--- src/rtl/im_arbiter_if.sv ---
// ---------------------------------------------------------------------------
// im_arbiter_if
//
// Purpose : bundles the fetch port, the loader port and the instruction-memory
//           port of the instruction-memory arbiter into one interface.
//
// Modports
//   master : requester / memory side. Drives the requests, addresses, loader
//            write data and the memory read data. Observes grants, completions
//            and the memory address / write controls.
//   slave  : the arbiter itself (im_arbiter). Mirror image of master.
//
// Signals
//   f_req    1   fetch read request, held until f_gnt
//   f_addr   10  fetch word address
//   f_gnt    1   fetch request accepted this cycle
//   f_rvalid 1   fetch completion pulse
//   f_rdata  32  fetch read data (registered)
//   l_req    1   loader request, held until l_gnt
//   l_we     1   loader access type (1 write, 0 read)
//   l_addr   10  loader word address
//   l_wdata  32  loader write data
//   l_gnt    1   loader request accepted this cycle
//   l_rvalid 1   loader completion pulse (reads and writes)
//   l_rdata  32  loader read data, or the data written (registered)
//   im_addr  10  word address to the instruction memory
//   im_we    1   instruction-memory write enable
//   im_wdata 32  instruction-memory write data
//   im_rdata 32  combinational read data from the instruction memory
// ---------------------------------------------------------------------------
interface im_arbiter_if;
  logic        f_req;
  logic [9:0]  f_addr;
  logic        f_gnt;
  logic        f_rvalid;
  logic [31:0] f_rdata;

  logic        l_req;
  logic        l_we;
  logic [9:0]  l_addr;
  logic [31:0] l_wdata;
  logic        l_gnt;
  logic        l_rvalid;
  logic [31:0] l_rdata;

  logic [9:0]  im_addr;
  logic        im_we;
  logic [31:0] im_wdata;
  logic [31:0] im_rdata;

  modport master (
    output f_req, f_addr,
    output l_req, l_we, l_addr, l_wdata,
    output im_rdata,
    input  f_gnt, f_rvalid, f_rdata,
    input  l_gnt, l_rvalid, l_rdata,
    input  im_addr, im_we, im_wdata
  );

  modport slave (
    input  f_req, f_addr,
    input  l_req, l_we, l_addr, l_wdata,
    input  im_rdata,
    output f_gnt, f_rvalid, f_rdata,
    output l_gnt, l_rvalid, l_rdata,
    output im_addr, im_we, im_wdata
  );
endinterface

--- src/rtl/im_arbiter.sv ---
// ---------------------------------------------------------------------------
// im_arbiter
//
// Purpose : shares one single-port instruction memory between a fetch port
//           (read only) and a loader port (read/write). One access is granted
//           per cycle; the grant is combinational, the memory read data (or
//           the loader write data) is captured at the end of the grant cycle
//           and reported with a one-cycle rvalid pulse in the next cycle.
//
// Ports
//   clk    in  sole clock, rising edge
//   rst_n  in  asynchronous active-low reset
//   bus    slave modport of im_arbiter_if (fetch, loader and memory ports)
//
// Configuration
//   IM_ARB_RR_EN  defined   : contention resolved round-robin; the port not
//                             granted most recently wins. The last-grant
//                             pointer resets to "fetch", so the first
//                             contention goes to the loader.
//                 undefined : the loader always wins contention; no pointer.
// ---------------------------------------------------------------------------
module im_arbiter (
  input  logic         clk,
  input  logic         rst_n,
  im_arbiter_if.slave  bus
);

  // Winner before reset gating, and the gated grants actually issued.
  logic w_l_win;
  logic w_f_win;
  logic w_l_gnt;
  logic w_f_gnt;

  // Completion registers.
  logic        r_f_rvalid;
  logic [31:0] r_f_rdata;
  logic        r_l_rvalid;
  logic [31:0] r_l_rdata;

`ifdef IM_ARB_RR_EN
  // 1: the loader was granted most recently; 0: the fetch port was.
  logic r_last_l;
`endif

  // Arbitration decision between the two requesters.
  always_comb begin
    w_l_win = 1'b0;
    w_f_win = 1'b0;
`ifdef IM_ARB_RR_EN
    if (bus.l_req && bus.f_req) begin
      // Contention: the port that did not win last time goes now.
      w_l_win = ~r_last_l;
      w_f_win = r_last_l;
    end else begin
      w_l_win = bus.l_req;
      w_f_win = bus.f_req;
    end
`else
    if (bus.l_req) begin
      w_l_win = 1'b1;
      w_f_win = 1'b0;
    end else begin
      w_l_win = 1'b0;
      w_f_win = bus.f_req;
    end
`endif
  end

  // No grant may be issued while reset is asserted; gating here also keeps
  // im_we low and lets im_addr fall back to the fetch address.
  assign w_l_gnt = w_l_win & rst_n;
  assign w_f_gnt = w_f_win & rst_n;

  assign bus.l_gnt    = w_l_gnt;
  assign bus.f_gnt    = w_f_gnt;
  assign bus.im_addr  = w_l_gnt ? bus.l_addr : bus.f_addr;
  assign bus.im_we    = w_l_gnt & bus.l_we;
  assign bus.im_wdata = bus.l_wdata;

  // Capture completion data at the end of each grant cycle; rdata holds
  // until that port's next completion. Async reset cancels a pending pulse.
  always_ff @(posedge clk or negedge rst_n) begin
    if (!rst_n) begin
      r_f_rvalid <= 1'b0;
      r_f_rdata  <= 32'h0000_0000;
      r_l_rvalid <= 1'b0;
      r_l_rdata  <= 32'h0000_0000;
    end else begin
      r_f_rvalid <= w_f_gnt;
      r_l_rvalid <= w_l_gnt;
      if (w_f_gnt) begin
        r_f_rdata <= bus.im_rdata;
      end else begin
        r_f_rdata <= r_f_rdata;
      end
      if (w_l_gnt) begin
        // A write reports back the word it stored.
        r_l_rdata <= bus.l_we ? bus.l_wdata : bus.im_rdata;
      end else begin
        r_l_rdata <= r_l_rdata;
      end
    end
  end

`ifdef IM_ARB_RR_EN
  // Track which port was granted most recently (updated on every grant).
  always_ff @(posedge clk or negedge rst_n) begin
    if (!rst_n) begin
      r_last_l <= 1'b0;
    end else if (w_l_gnt) begin
      r_last_l <= 1'b1;
    end else if (w_f_gnt) begin
      r_last_l <= 1'b0;
    end else begin
      r_last_l <= r_last_l;
    end
  end
`endif

  assign bus.f_rvalid = r_f_rvalid;
  assign bus.f_rdata  = r_f_rdata;
  assign bus.l_rvalid = r_l_rvalid;
  assign bus.l_rdata  = r_l_rdata;

endmodule

--- src/flat_wrapper.sv ---
// flat-port wrapper written by rule: the top's interface ports become plain ports
module im_arbiter_flat 
  (clk, rst_n, bus_f_req, bus_f_addr, bus_l_req, bus_l_we, bus_l_addr, bus_l_wdata, bus_im_rdata, bus_f_gnt, bus_f_rvalid, bus_f_rdata, bus_l_gnt, bus_l_rvalid, bus_l_rdata, bus_im_addr, bus_im_we, bus_im_wdata);
  im_arbiter_if bus_i ();
  input  logic clk;
  input  logic rst_n;
  input wire logic [$bits(bus_i.f_req)-1:0] bus_f_req;
  input wire logic [$bits(bus_i.f_addr)-1:0] bus_f_addr;
  input wire logic [$bits(bus_i.l_req)-1:0] bus_l_req;
  input wire logic [$bits(bus_i.l_we)-1:0] bus_l_we;
  input wire logic [$bits(bus_i.l_addr)-1:0] bus_l_addr;
  input wire logic [$bits(bus_i.l_wdata)-1:0] bus_l_wdata;
  input wire logic [$bits(bus_i.im_rdata)-1:0] bus_im_rdata;
  output wire logic [$bits(bus_i.f_gnt)-1:0] bus_f_gnt;
  output wire logic [$bits(bus_i.f_rvalid)-1:0] bus_f_rvalid;
  output wire logic [$bits(bus_i.f_rdata)-1:0] bus_f_rdata;
  output wire logic [$bits(bus_i.l_gnt)-1:0] bus_l_gnt;
  output wire logic [$bits(bus_i.l_rvalid)-1:0] bus_l_rvalid;
  output wire logic [$bits(bus_i.l_rdata)-1:0] bus_l_rdata;
  output wire logic [$bits(bus_i.im_addr)-1:0] bus_im_addr;
  output wire logic [$bits(bus_i.im_we)-1:0] bus_im_we;
  output wire logic [$bits(bus_i.im_wdata)-1:0] bus_im_wdata;
  assign bus_i.f_req = bus_f_req;
  assign bus_i.f_addr = bus_f_addr;
  assign bus_i.l_req = bus_l_req;
  assign bus_i.l_we = bus_l_we;
  assign bus_i.l_addr = bus_l_addr;
  assign bus_i.l_wdata = bus_l_wdata;
  assign bus_i.im_rdata = bus_im_rdata;
  assign bus_f_gnt = bus_i.f_gnt;
  assign bus_f_rvalid = bus_i.f_rvalid;
  assign bus_f_rdata = bus_i.f_rdata;
  assign bus_l_gnt = bus_i.l_gnt;
  assign bus_l_rvalid = bus_i.l_rvalid;
  assign bus_l_rdata = bus_i.l_rdata;
  assign bus_im_addr = bus_i.im_addr;
  assign bus_im_we = bus_i.im_we;
  assign bus_im_wdata = bus_i.im_wdata;
  im_arbiter u_core (.clk(clk), .rst_n(rst_n), .bus(bus_i));
endmodule
--- config.mk ---
export PLATFORM = sky130hd
export DESIGN_NAME = im_arbiter_flat
export DESIGN_NICKNAME = d
export VERILOG_FILES = /design/src/rtl/im_arbiter_if.sv /design/src/rtl/im_arbiter.sv /design/src/flat_wrapper.sv
export SDC_FILE = /design/constraint.sdc
export NUM_CORES = 1
export LEC_CHECK = 0
export CAP_MARGIN = 30
export CORE_ASPECT_RATIO = 1.25
export CORE_MARGIN = 2
export CORE_UTILIZATION = 39
export CTS_CLUSTER_SIZE = 12
export DETAILED_ROUTE_END_ITERATION = 7
export MAX_ROUTING_LAYER = met4
export PLACE_DENSITY_LB_ADDON = 0.1
export SYNTH_ARGS = -nofsm -noshare
export SYNTH_HDL_FRONTEND = slang
export SYNTH_SLANG_ARGS = --single-unit
--- constraint.sdc ---
create_clock -name clk -period 3.12 [get_ports clk]
set_clock_uncertainty 0.2 [all_clocks]
set_input_delay 0.78 -clock clk [delete_from_list [all_inputs] [get_ports clk]]
set_output_delay 0.78 -clock clk [all_outputs]
set_load 0.02 [all_outputs]
# Yosys cells after proc, flatten, opt, wreduce, memory -nomap -nowiden
# Index checks and enable logic that the tools add are counted.
# W data, S select, Z words.
# classes
addsub	0
mul	0
div_mod_pow	0
order_cmp	0
n_eq_ne	0
shift	0
mux	4
bitwise	3
n_reduce_logical	0
# ops
operator	count
$mux W32	1
$mux W10	1
$and A1 B1 Y1	3
$mux W1	2
# totals
ff_bits	66
latch_bits	0
ram_bits	0
rom_bits	0
inputBits	89
output_inout_bits	111
wordCells	11
memories	0

# Logic depth before layout (Yosys ltp)
# Gate-level depths: netlist (run 1).
# depth
word_depth	3
mapped_depth	6

# Worst setup path after synthesis (run 1)
# OpenSTA, ideal clock, no wires.
# synth_timing
path_kind	input -> output
start	input bus_l_req
end	output bus_im_addr[5]
arrival_ns	1.647
setup_slack_ns	0.493
stages	5
path_cell_list	buf_2 and2_4 buf_6 buf_6 mux2_4
# synth_between
elab_chain_cells	3
# synth_lines
element	line	source
from (decl)	flat_wrapper.sv:9	input wire logic [$bits(bus_i.l_req)-1:0] bus_l_req;
$mux W1	im_arbiter.sv:59	if (bus.l_req) begin
$and A1 B1 Y1	im_arbiter.sv:71	assign w_l_gnt = w_l_win & rst_n;
$mux W10	im_arbiter.sv:76	assign bus.im_addr = w_l_gnt ? bus.l_addr : bus.f_addr;
to (decl)	flat_wrapper.sv:20	output wire logic [$bits(bus_i.im_addr)-1:0] bus_im_addr;
# No other way between the ends.

# Final worst setup path (run 1)
# layout_timing
start	input bus_l_req
end	output bus_im_addr[7]
# Same word-level chain as after synthesis.

==> results of run 1 <==
power by group:
group / switching (mW) / total (mW) / internal, mW
Combinational: 0.448 / 0.963 / 0.515
Sequential: 0.0709 / 1.06 / 0.994
Clock: 0.308 / 0.737 / 0.430
registers in the layout, summed over array words and instances, names as in the netlist:
| signal | count |
|---|---|
| u_core.bus.l_rvalid | 1 |
| u_core.bus.f_rvalid | 1 |
| u_core.bus.l_rdata | 32 |
| u_core.bus.f_rdata | 32 |
metrics by stage:
step                      std cells  power [mW]   util  area, µm²  setup WS [ns]
after floorplan                 260        1.54      -       3230          0.493
after global placement          513        2.04  0.616       5020         -0.250
after detailed placement        513        2.05  0.616       5020         -0.295
after CTS                       532        2.80  0.646       5260          0.205
after global routing            532        2.90  0.646       5260          0.169
final                           532        2.77  0.646       5260          0.187
path summary, 6_finish.rpt:
check,start,end,cells past startpoint
worst max-delay path,bus_l_req,bus_im_addr[7],6
worst min-delay path,rst_n,u_core.bus.f_rdata[23],2
worst max register to register,u_core.bus.f_rdata[28],u_core.bus.f_rdata[28],1
worst min register to register,u_core.bus.f_rdata[13],u_core.bus.f_rdata[13],1
max in group asynchronous,rst_n,u_core.bus.l_rdata[14],4
min in group clk,u_core.bus.f_rdata[13],u_core.bus.f_rdata[13],1
logic make-up after synthesis:
group	after synthesis	synth area share
and+or+nand+nor	3	0.0108
buffers and inverters	53	0.121
DFF	66	0.511
muxes	74	0.258
AOI/OAI and AO/OA	64	0.0990
worst max-delay path, delay by kind of cell:
kind / cells / cell delay (ns)
AND/OR/NAND/NOR: 1 / 0.20
buffers and inverters: 4 / 0.68
multiplexers: 1 / 0.28
what timing repair did:
action                     CTS  global route
buffers inserted             3             0
resized for setup           32             0
setup endpoints to repair   12             0
area by class of cell:
| cell class | count | share of cell area |
|---|---|---|
| tap | 97 | 0.0231 |
| timing repair buffer | 211 | 0.396 |
| multi-input combinational | 142 | 0.228 |
| sequential | 66 | 0.314 |
| clock inverter | 2 | 0.00666 |
| inverter | 1 | 0.000714 |
| clock buffer | 13 | 0.0321 |
placed cells by master, fill, tap and decap left out, types with 4 or more instances in the layout:
master	n
a21oi_1	64
mux2i_1	32
buf_2	4
clkdlybuf4s15_1	5
dfrtp_1	66
mux2_4	11
dlygate4sd2_1	4
buf_4	11
clkdlybuf4s50_1	183
clkbuf_8	12
mux2_2	31
routing by layer:
layer | up-vias | share of wire | track usage
li1 | 1233 | - | -
met4 | 0 | 0.017 | 0.0771
met5 | - | 0 | -
met1 | 1283 | 0.39 | 0.241
met2 | 105 | 0.53 | 0.345
met3 | 14 | 0.071 | 0.0509
==> results.yml, run 1 <==
outcome:
  outcome: "finished, final reports clean"
clocking:
  cts_buffer_depth: 2
  cts_root_buffer: "clkbuf_8"
  numCtsBuffers: 9
  clkSinkCount: 66
  hold_buffers: 0
  clock_latency_ns: 0.32
  path_clk_slew_ns: 0.07
  cts_tree: "yes"
  htree_levels: 3
sta:
  setup_viol: 0
  drv_slew: 0
  hold_violations: 0
  maxSlewHeadroom: 0.559
  fin_setup_tns_ns: 0
  tightest_slew_ns: 0.662
  clock.fmax_ghz: 0.341
  min_period_over_period: 0.940
  rsz0062_at_grt: "no"
  holdWs_ns: 0.178
  period_minus_slack_ns: 2.93
yosys:
  synthDistinctLibCells: 13
  synthTopCellsByCount: "dfrtp_1 (66), a21oi_1 (64), buf_4 (32), mux2i_1 (32), mux2_2 (31)"
  synthesis.nets: 349
  netlist_area_um2: 3230
  synth_top_cell_area_share: 0.511
  yosysMostFrequentCell: "dfrtp_1"
  ys_seq_area_frac: 0.511
  yosys_warnings: 0
  synth_top_cell_by_area: "dfrtp_1"
  synthTopCellsByArea: "dfrtp_1 (51%), mux2_2 (11%), a21oi_1 (9.9%), mux2i_1 (9.9%), buf_4 (7.4%)"
  netlist_instances: 260
  synthArstFlopShare: 1.00
  synth_seq_cells: 66
  synth-edff-count: 0
  synth_ff_type: "dfrtp_1"
  syn_area_per_cell_um2: 12.4
global_routing:
  grt_util_all_layers: 0.207
  grt_pass1_wl_um: 13900
  antenna_found_initial: 0
  overflow: 0
  grt_start_max_net_pins: 60
  grt_pass1_vias: 2698
job:
  drv_cap: 0
cells_and_area:
  drive_gt1_frac: 0.179
  seqCellArea_um2: 1650
  multi_input_area_um2: 1200
  area_delta_synth_final_pct: 62.6
  final.fill_count: 672
  antenna_cells: 0
  nets: 520
die:
  fp.dieArea_um2: 9040
  die_w_um: 85.5
  coreArea_um2: 8150
  die_h_um: 106
  start_util: 0.397
  ios: 200
  rows: 37
setup_path:
  slowest_delay_ns: 0.28
  crit_slowest_cell: "mux2_4"
  r2r_slack_ns: 2.14
  worstSetupEndpointType: "output pin"
  cp_data_required_time_ns: 2.14
  cp.arrival_ns: 1.95
  cp_max_fo: 5
  start_kind: "input pin"
  crit_type: "in2out"
  crit_chain: "dlygate4sd2_1, and2_4, buf_4, buf_12, mux2_4, buf_2"
placed_design:
  place_congestion: 0.717
  hpwl_um: 6460
  port_buffers: 199
hold_path:
  min-delay-path-class: "in2async"
power_and_ir_drop:
  ir_drop_mv: 0.298
  cellLeakagePower_nw: 2.28
  p_per_area_nw_per_um2: 526
route:
  first_iter_violations: 112
  drc: 0
  vias: 2635
  vias_per_cell: 4.95
  firstDrtPassIters: 4
  routedWlPerCell_um: 16.9
  drtAntennaViolNets: 0
  wl_um: 9010
No activity file was read; power rests on OpenSTA's default activity.
==> run 2, diff against run 1 <==
--- a/config.mk
+++ b/config.mk
@@ -9,8 +9,10 @@
 export CORE_ASPECT_RATIO = 1.25
 export CORE_MARGIN = 2
 export CORE_UTILIZATION = 39
+export CTS_CLUSTER_DIAMETER = 30
 export CTS_CLUSTER_SIZE = 12
 export DETAILED_ROUTE_END_ITERATION = 7
+export HOLD_SLACK_MARGIN = 0.15
 export MAX_ROUTING_LAYER = met4
 export PLACE_DENSITY_LB_ADDON = 0.1
 export SYNTH_ARGS = -nofsm -noshare
==> results of run 2 <==
Same layout as run 1: the final DEF is identical, and so are final timing and power.
